### src/rtl/ram_host_arb.sv
// Two-host (fetch/data) arbiter in front of the single-port data RAM.
// Round-robin grant, window decode with local error termination, and 1-cycle response routing.
module ram_host_arb #(
    parameter logic [31:0] BaseAddr = 32'h0010_0000,
    parameter int unsigned Depth    = 16384
) (
    input  logic        clk_i,
    input  logic        rst_ni,

    input  logic        instr_req_i,
    input  logic [31:0] instr_addr_i,
    output logic        instr_gnt_o,
    output logic        instr_rvalid_o,
    output logic [31:0] instr_rdata_o,
    output logic        instr_err_o,

    input  logic        data_req_i,
    input  logic        data_we_i,
    input  logic [3:0]  data_be_i,
    input  logic [31:0] data_addr_i,
    input  logic [31:0] data_wdata_i,
    output logic        data_gnt_o,
    output logic        data_rvalid_o,
    output logic [31:0] data_rdata_o,
    output logic        data_err_o,

    output logic        ram_req_o,
    output logic        ram_we_o,
    output logic [3:0]  ram_be_o,
    output logic [31:0] ram_addr_o,
    output logic [31:0] ram_wdata_o,
    input  logic        ram_rvalid_i,
    input  logic [31:0] ram_rdata_i
);

    localparam logic [32:0] WinBytes = 33'(Depth) << 2;

    logic        prio_q;
    logic        pend_q;
    logic        err_q;
    logic        host_q;

    logic        gnt_instr;
    logic        gnt_data;
    logic        any_gnt;
    logic        in_range;
    logic [31:0] sel_addr;
    logic [32:0] offset;
    logic        resp_live;

    // Request side: grant, address decode and RAM mux (all combinational)
    always_comb begin
        gnt_instr = rst_ni && instr_req_i && (!data_req_i || !prio_q);
        gnt_data  = rst_ni && data_req_i && (!instr_req_i || prio_q);
        any_gnt   = gnt_instr || gnt_data;
        sel_addr  = gnt_data ? data_addr_i : instr_addr_i;
        // 33-bit subtraction: a borrow into bit 32 means the address is below the window
        offset    = {1'b0, sel_addr} - {1'b0, BaseAddr};
        in_range  = !offset[32] && (offset < WinBytes);
    end

    assign instr_gnt_o = gnt_instr;
    assign data_gnt_o  = gnt_data;
    assign ram_req_o   = any_gnt && in_range;
    assign ram_we_o    = gnt_data && data_we_i;
    assign ram_be_o    = gnt_data ? data_be_i : 4'hF;
    assign ram_addr_o  = offset[31:0];
    assign ram_wdata_o = gnt_data ? data_wdata_i : 32'h0;

    // Response tracking register stage
    always_ff @(posedge clk_i) begin
        if (!rst_ni) begin
            prio_q <= 1'b1;
            pend_q <= 1'b0;
            err_q  <= 1'b0;
            host_q <= 1'b0;
        end else begin
            pend_q <= any_gnt;
            if (any_gnt) begin
                host_q <= gnt_data;
                err_q  <= !in_range;
                prio_q <= !gnt_data;
            end
        end
    end

    // Response side: a response pending when reset asserts is suppressed
    assign resp_live = rst_ni && pend_q;

    assign instr_rvalid_o = resp_live && !host_q && (err_q || ram_rvalid_i);
    assign instr_err_o    = resp_live && !host_q && err_q;
    assign instr_rdata_o  = (resp_live && !host_q && !err_q) ? ram_rdata_i : 32'h0;

    assign data_rvalid_o  = resp_live && host_q && (err_q || ram_rvalid_i);
    assign data_err_o     = resp_live && host_q && err_q;
    assign data_rdata_o   = (resp_live && host_q && !err_q) ? ram_rdata_i : 32'h0;

`ifndef SYNTHESIS
    // The RAM must only answer a request that was actually forwarded to it
    ram_rvalid_matches_req: assert property (
        @(posedge clk_i) disable iff (!rst_ni) ram_rvalid_i |-> (pend_q && !err_q)
    );
`endif

endmodule

### config.mk
export PLATFORM = sky130hd
export DESIGN_NAME = ram_host_arb
export DESIGN_NICKNAME = d
export VERILOG_FILES = /design/src/rtl/ram_host_arb.sv
export SDC_FILE = /design/constraint.sdc
export NUM_CORES = 1
export LEC_CHECK = 0
export CORE_AREA = 2 2 109 111
export DETAILED_ROUTE_END_ITERATION = 8
export DIE_AREA = 0 0 111 113
export GPL_ROUTABILITY_DRIVEN = 0
export HOLD_SLACK_MARGIN = 0.03
export SETUP_SLACK_MARGIN = 0.5
export SLEW_MARGIN = 20
export SYNTH_ARGS = -nofsm -noshare
export SYNTH_HDL_FRONTEND = slang
export SYNTH_SLANG_ARGS = --single-unit
### constraint.sdc
create_clock -name clk_i -period 6.2 [get_ports clk_i]
set_input_delay 1.24 -clock clk_i [delete_from_list [all_inputs] [get_ports clk_i]]
set_output_delay 1.24 -clock clk_i [all_outputs]
set_load 0.01 [all_outputs]
-- Word-level counts from Yosys, hierarchy flattened
Index checks and enable logic that the tools add are counted.
W data, S select, Z words.
- logic and storage cells: 39
- input port bits: 138
- output and inout bits: 140
- register bits: 4
- add/sub/neg operators: 1
- reduce and logical (&&, ||, !) cells: 28
- mux-type cells: 5
- $lt $le $gt $ge: 1
- operator list (operator ; count):
    $mux W32 ; 4
    $lt A33 B17 Y1 const B ; 1
    $sub A32 B21 Y33 const B ; 1
    $logic_and A1 B1 Y1 ; 16
    $logic_not A1 Y1 ; 8
    $logic_or A1 B1 Y1 ; 4
    $mux W4 ; 1

-- Longest topological paths before layout
Gate-level depths: netlist (run 1).
- word-level depth: 8
- depth in mapped cells: 14
- gate-level depth less buffers: 10

-- Worst setup path after synthesis (run 1)
OpenSTA, ideal clock, no wires.
- kind: input to output
- start point: input rst_ni
- end point: output ram_req_o
- required time: 4.960 ns
- buffers on the path: 4
- stages: 14
- setup slack: 0.843 ns
- arrival time: 4.117 ns
- cell sequence: buf_4 -> and2_4 -> buf_8 -> nand2_8 -> clkbuf_8 -> mux2i_1 -> ha_1 -> or3b_1 -> buf_2 -> o32a_1 -> o221a_1 -> a211o_1 -> nor4_2 -> and3_1
- word-level cells in the longest chain between the ends: 7
- ends and longest elaborated chain (item ; line ; source):
    start: declaration ; 8 ; input logic rst_ni,
    $logic_and A1 B1 Y1 (2 in series) ; 54 ; gnt_data = rst_ni && data_req_i && (!instr_req_i || prio_q);
    $mux W32 ; 56 ; sel_addr = gnt_data ? data_addr_i : instr_addr_i;
    $sub A32 B21 Y33 ; 58 ; offset = {1'b0, sel_addr} - {1'b0, BaseAddr};
    via ram_addr_o[20] ; 30 ; output logic [31:0] ram_addr_o,
    $lt A33 B17 Y1 ; 59 ; in_range = !offset[32] && (offset < WinBytes);
    $logic_and A1 B1 Y1 ; 59 ;
    $logic_and A1 B1 Y1 ; 64 ; assign ram_req_o = any_gnt && in_range;
    end: declaration ; 27 ; output logic ram_req_o,
The timed path passes the listed nets, and every way through them passes these cells.

-- Worst setup path after layout (run 1)
- start point: input data_req_i
- end point: output ram_req_o
- word-level cells in the longest chain between the ends: 7
- ends and longest elaborated chain (item ; line ; source):
    start: declaration ; 17 ; input logic data_req_i,
    $logic_and A1 B1 Y1 (2 in series) ; 54 ;
    $mux W32 ; 56 ;
    $sub A32 B21 Y33 ; 58 ;
    $lt A33 B17 Y1 / $logic_not A1 Y1 (equally long branches) ; 59 ;
    $logic_and A1 B1 Y1 ; 59 ;
    $logic_and A1 B1 Y1 (*) ; 64 ;
Every way passes the cells marked *; elsewhere a longest branch is shown, timed or not.

==> flow_metrics.tcl, run 1 <==
set metrics [dict create \
    core_area_mm2 0.0113 \
    final_cell_mix "clkdlybuf4s50_1 (275), and2_1 (65), nand2_1 (61)" \
    routed_wl_mm 11.4 \
    r2r_cells 11 \
    max_cap_viol_count 0 \
    remaining_drc_errors 0 \
    grt_start_max_net_pins 36 \
    netlist_instances 299 \
    hp-class "reg -> reg" \
    first_global_vias 3238 \
    layout_commonest_cell "clkdlybuf4s50_1" \
    grt_pass1_wl_mm 17.3 \
    status "complete, no violations" \
    ant_nets 0 \
    crit_path_end_kind "output port" \
    ys_types 53 \
    post-route-util_pct 43.3 \
    die_area_mm2 0.0125 \
    setup_viol 0 \
    antenna_found_initial 1 \
    cp_slowest_cell "clkdlybuf4s50_1" \
    htree_levels 1 \
    clock_sinks 4 \
    async_flop_share_pct 0 \
    cts_hold_buf 0 \
    cts-root-buf "clkbuf_16" \
    finalCriticalPeriod_ps 5500 \
    drt_iter0_markers 75 \
    wl_met2_mm 5.80 \
    timing.final.crit_share_pct 88.6 \
    vias_per_cell 4.41 \
    area_delta_synth_final_pct 162 \
    worst_slew_pin_slew_ps 746 \
    cts.reportedPaths.clkPinSlew_ps 30 \
    drive_above_1_share_pct 5.64 \
    grt_overflow 0 \
    grtUsageTotal_pct 16.9 \
    peakVddDrop_mv 0.0640 \
    met1_length_mm 4.51 \
    via_count 3138 \
    synth_ff_type "dfxtp_1" \
    power_density_mw_per_mm2 85.6 \
    final_net_count 708 \
    cts_made_buffers 3 \
    leakage_nw 1.97 \
    die_w_um 111 \
    cts_tree "built" \
    cp-endpoint "ram_req_o" \
    crit_fanout 6 \
    r2r_end "err_q" \
    maxClockFrequency_mhz 182 \
    ff2ff_setup_slack_ps 3270 \
    portBuffers 277 \
    slew_headroom_pct 49.8 \
    mappedNetlistNets 438 \
    insertion_delay_ps 220 \
    worstPathArrival_ps 4260 \
    skew_ps 1.38 \
    clk_path_buf_depth 2 \
    ys_seq_area_share_pct 4.30 \
    boundaryPins 278 \
    startpoint "data_req_i" \
    r2r_start "prio_q" \
    cp_cell_sequence "clkdlybuf4s50_1, and2_4, nand2_8, mux2i_4, ha_2, or3b_1, o32a_1, o221a_1, a211o_1, nor4_4, and3_1, clkbuf_2" \
    initial_core_util_pct 16.5 \
    yosys_warnings 0 \
    die_h_um 113 \
    slew_viol_final 0 \
    critPathMaxStageDelay_ps 430 \
    ys_ff_latch 4 \
    hpwl_mm 9.50 \
    syn-mean-instance-area_um2 6.24 \
    rows 39 \
    worstSetupStartpointType "input port" \
    path_class "in -> out" \
    finalHoldViolations 0 \
    top_layer_used "met4" \
    tns_ps 0 \
    syn-cell-area_mm2 0.00186 \
    dr.pass1.iters 4 \
    synth_edf_count 0 \
    wl_met3_mm 1.03 \
    required_ps 4960 \
    rsz0062_at_grt "no" \
    wl_per_cell_um 16.1 \
]
[cells in the mapped netlist, types with 2 or more instances]
| cell type | instances | share of area (%) |
|---|---|---|
| a21o_1 | 2 | 0.81 |
| a21oi_1 | 4 | 1.1 |
| and2_1 | 65 | 22 |
| and3_1 | 35 | 12 |
| clkbuf_1 | 16 | 3.2 |
| clkbuf_8 | 2 | 1.5 |
| dfxtp_1 | 4 | 4.3 |
| inv_1 | 3 | 0.60 |
| mux2i_1 | 6 | 3.2 |
| nand2_1 | 61 | 12 |
| nand3_1 | 3 | 0.81 |
| nor2_1 | 9 | 1.8 |
| nor3_1 | 11 | 3.0 |
| nor4_1 | 3 | 1.0 |
| nor4_2 | 2 | 1.3 |
| nor4b_1 | 3 | 1.4 |
| o211ai_1 | 2 | 0.81 |
| o21a_1 | 2 | 0.81 |
| o21ai_0 | 9 | 2.4 |
| o31ai_1 | 3 | 1.2 |
| or3_1 | 7 | 2.3 |
| or3_2 | 2 | 0.81 |
| or4_1 | 3 | 1.2 |
| xnor2_1 | 12 | 5.6 |
| xor2_1 | 2 | 0.94 |
[report_power, final]
| part | switching [mW] | internal [mW] | total, mW | leakage, nW |
|---|---|---|---|---|
| clock network | 0.0172 | 0.0823 | 0.0995 | 0.0370 |
| registers | 0.00235 | 0.0279 | 0.0303 | 0.0335 |
| logic | 0.111 | 0.177 | 0.288 | 1.90 |
| total | 0.130 | 0.288 | 0.418 | 1.97 |
[logic make-up (layout without fill, tap and decap cells)]
kind of cell,count (synthesis),count (layout),synth area share [%]
buf+inv,27,295,8.12
xor+xnor,14,14,6.58
other cells,0,1,0
compound gates,32,32,11.9
mux,8,8,4.56
fa+ha+maj,1,1,0.671
simple gates,213,213,63.8
flops,4,4,4.30
[registers in the layout (all words and copies together) (netlist names)]
| register | count |
|---|---|
| err_q | 1 |
| host_q | 1 |
| pend_q | 1 |
| prio_q | 1 |
[layout make-up]
type	count	area, um2
fill	1145	6390
timing repair buffer	288	2850
multi-input combinational	268	1670
tap	143	179
sequential	4	80.1
clock buffer	3	75.1
inverter	4	17.5
antenna	1	2.50
[layer usage]
| metal | up-vias | global-route usage (%) |
|---|---|---|
| met2 | 151 | 31.7 |
| li1 | 1565 | - |
| met1 | 1414 | 18.9 |
| met3 | 8 | 5.73 |
| met4 | 0 | 2.67 |
| met5 | - | 0 |
[critical path: cells and delay by family]
| kind | cells | cell delay (ps) |
|---|---|---|
| muxes | 1 | 230 |
| buffers and inverters | 2 | 560 |
| and+or+nand+nor | 5 | 1130 |
| AOI/OAI and AO/OA | 3 | 880 |
| adders and majority gates | 1 | 220 |
[what timing repair did]
action	4_1_cts	5_1_grt
pin swaps	0	2
setup endpoints to repair	1	2
buffers inserted	0	2
gates resized for setup	4	5
[per-stage QoR]
| step | instances | hold slack [ps] | power (mW) | setup slack, ps | instance area, um2 |
|---|---|---|---|---|---|
| finish | 711 | 567 | 0.418 | 704 | 4880 |
| global route | 711 | 594 | 0.444 | 539 | 4880 |
| CTS | 708 | 556 | 0.421 | 518 | 4850 |
| detailed placement | 705 | 532 | 0.315 | 200 | 4760 |
| global placement | 705 | 524 | 0.314 | 286 | 4760 |
| floorplan | 299 | 490 | 0.125 | 843 | 1860 |
[worst min path at each step]
stage | start | to | slack, ps | cells past startpoint
3_3_place_gp | prio_q | prio_q | 520 | 2
2_1_floorplan | prio_q | prio_q | 490 | 2
3_5_place_dp | prio_q | prio_q | 530 | 2
6_report | prio_q | prio_q | 570 | 2
5_1_grt | prio_q | prio_q | 590 | 2
4_1_cts | prio_q | prio_q | 560 | 2
No activity file was read; power rests on OpenSTA's default activity.
==> run 2, diff against run 1 <==
- SKIP_LAST_GASP: default -> 1
==> results of run 2 <==
No change in the layout: final DEF, timing and power equal those of run 1.
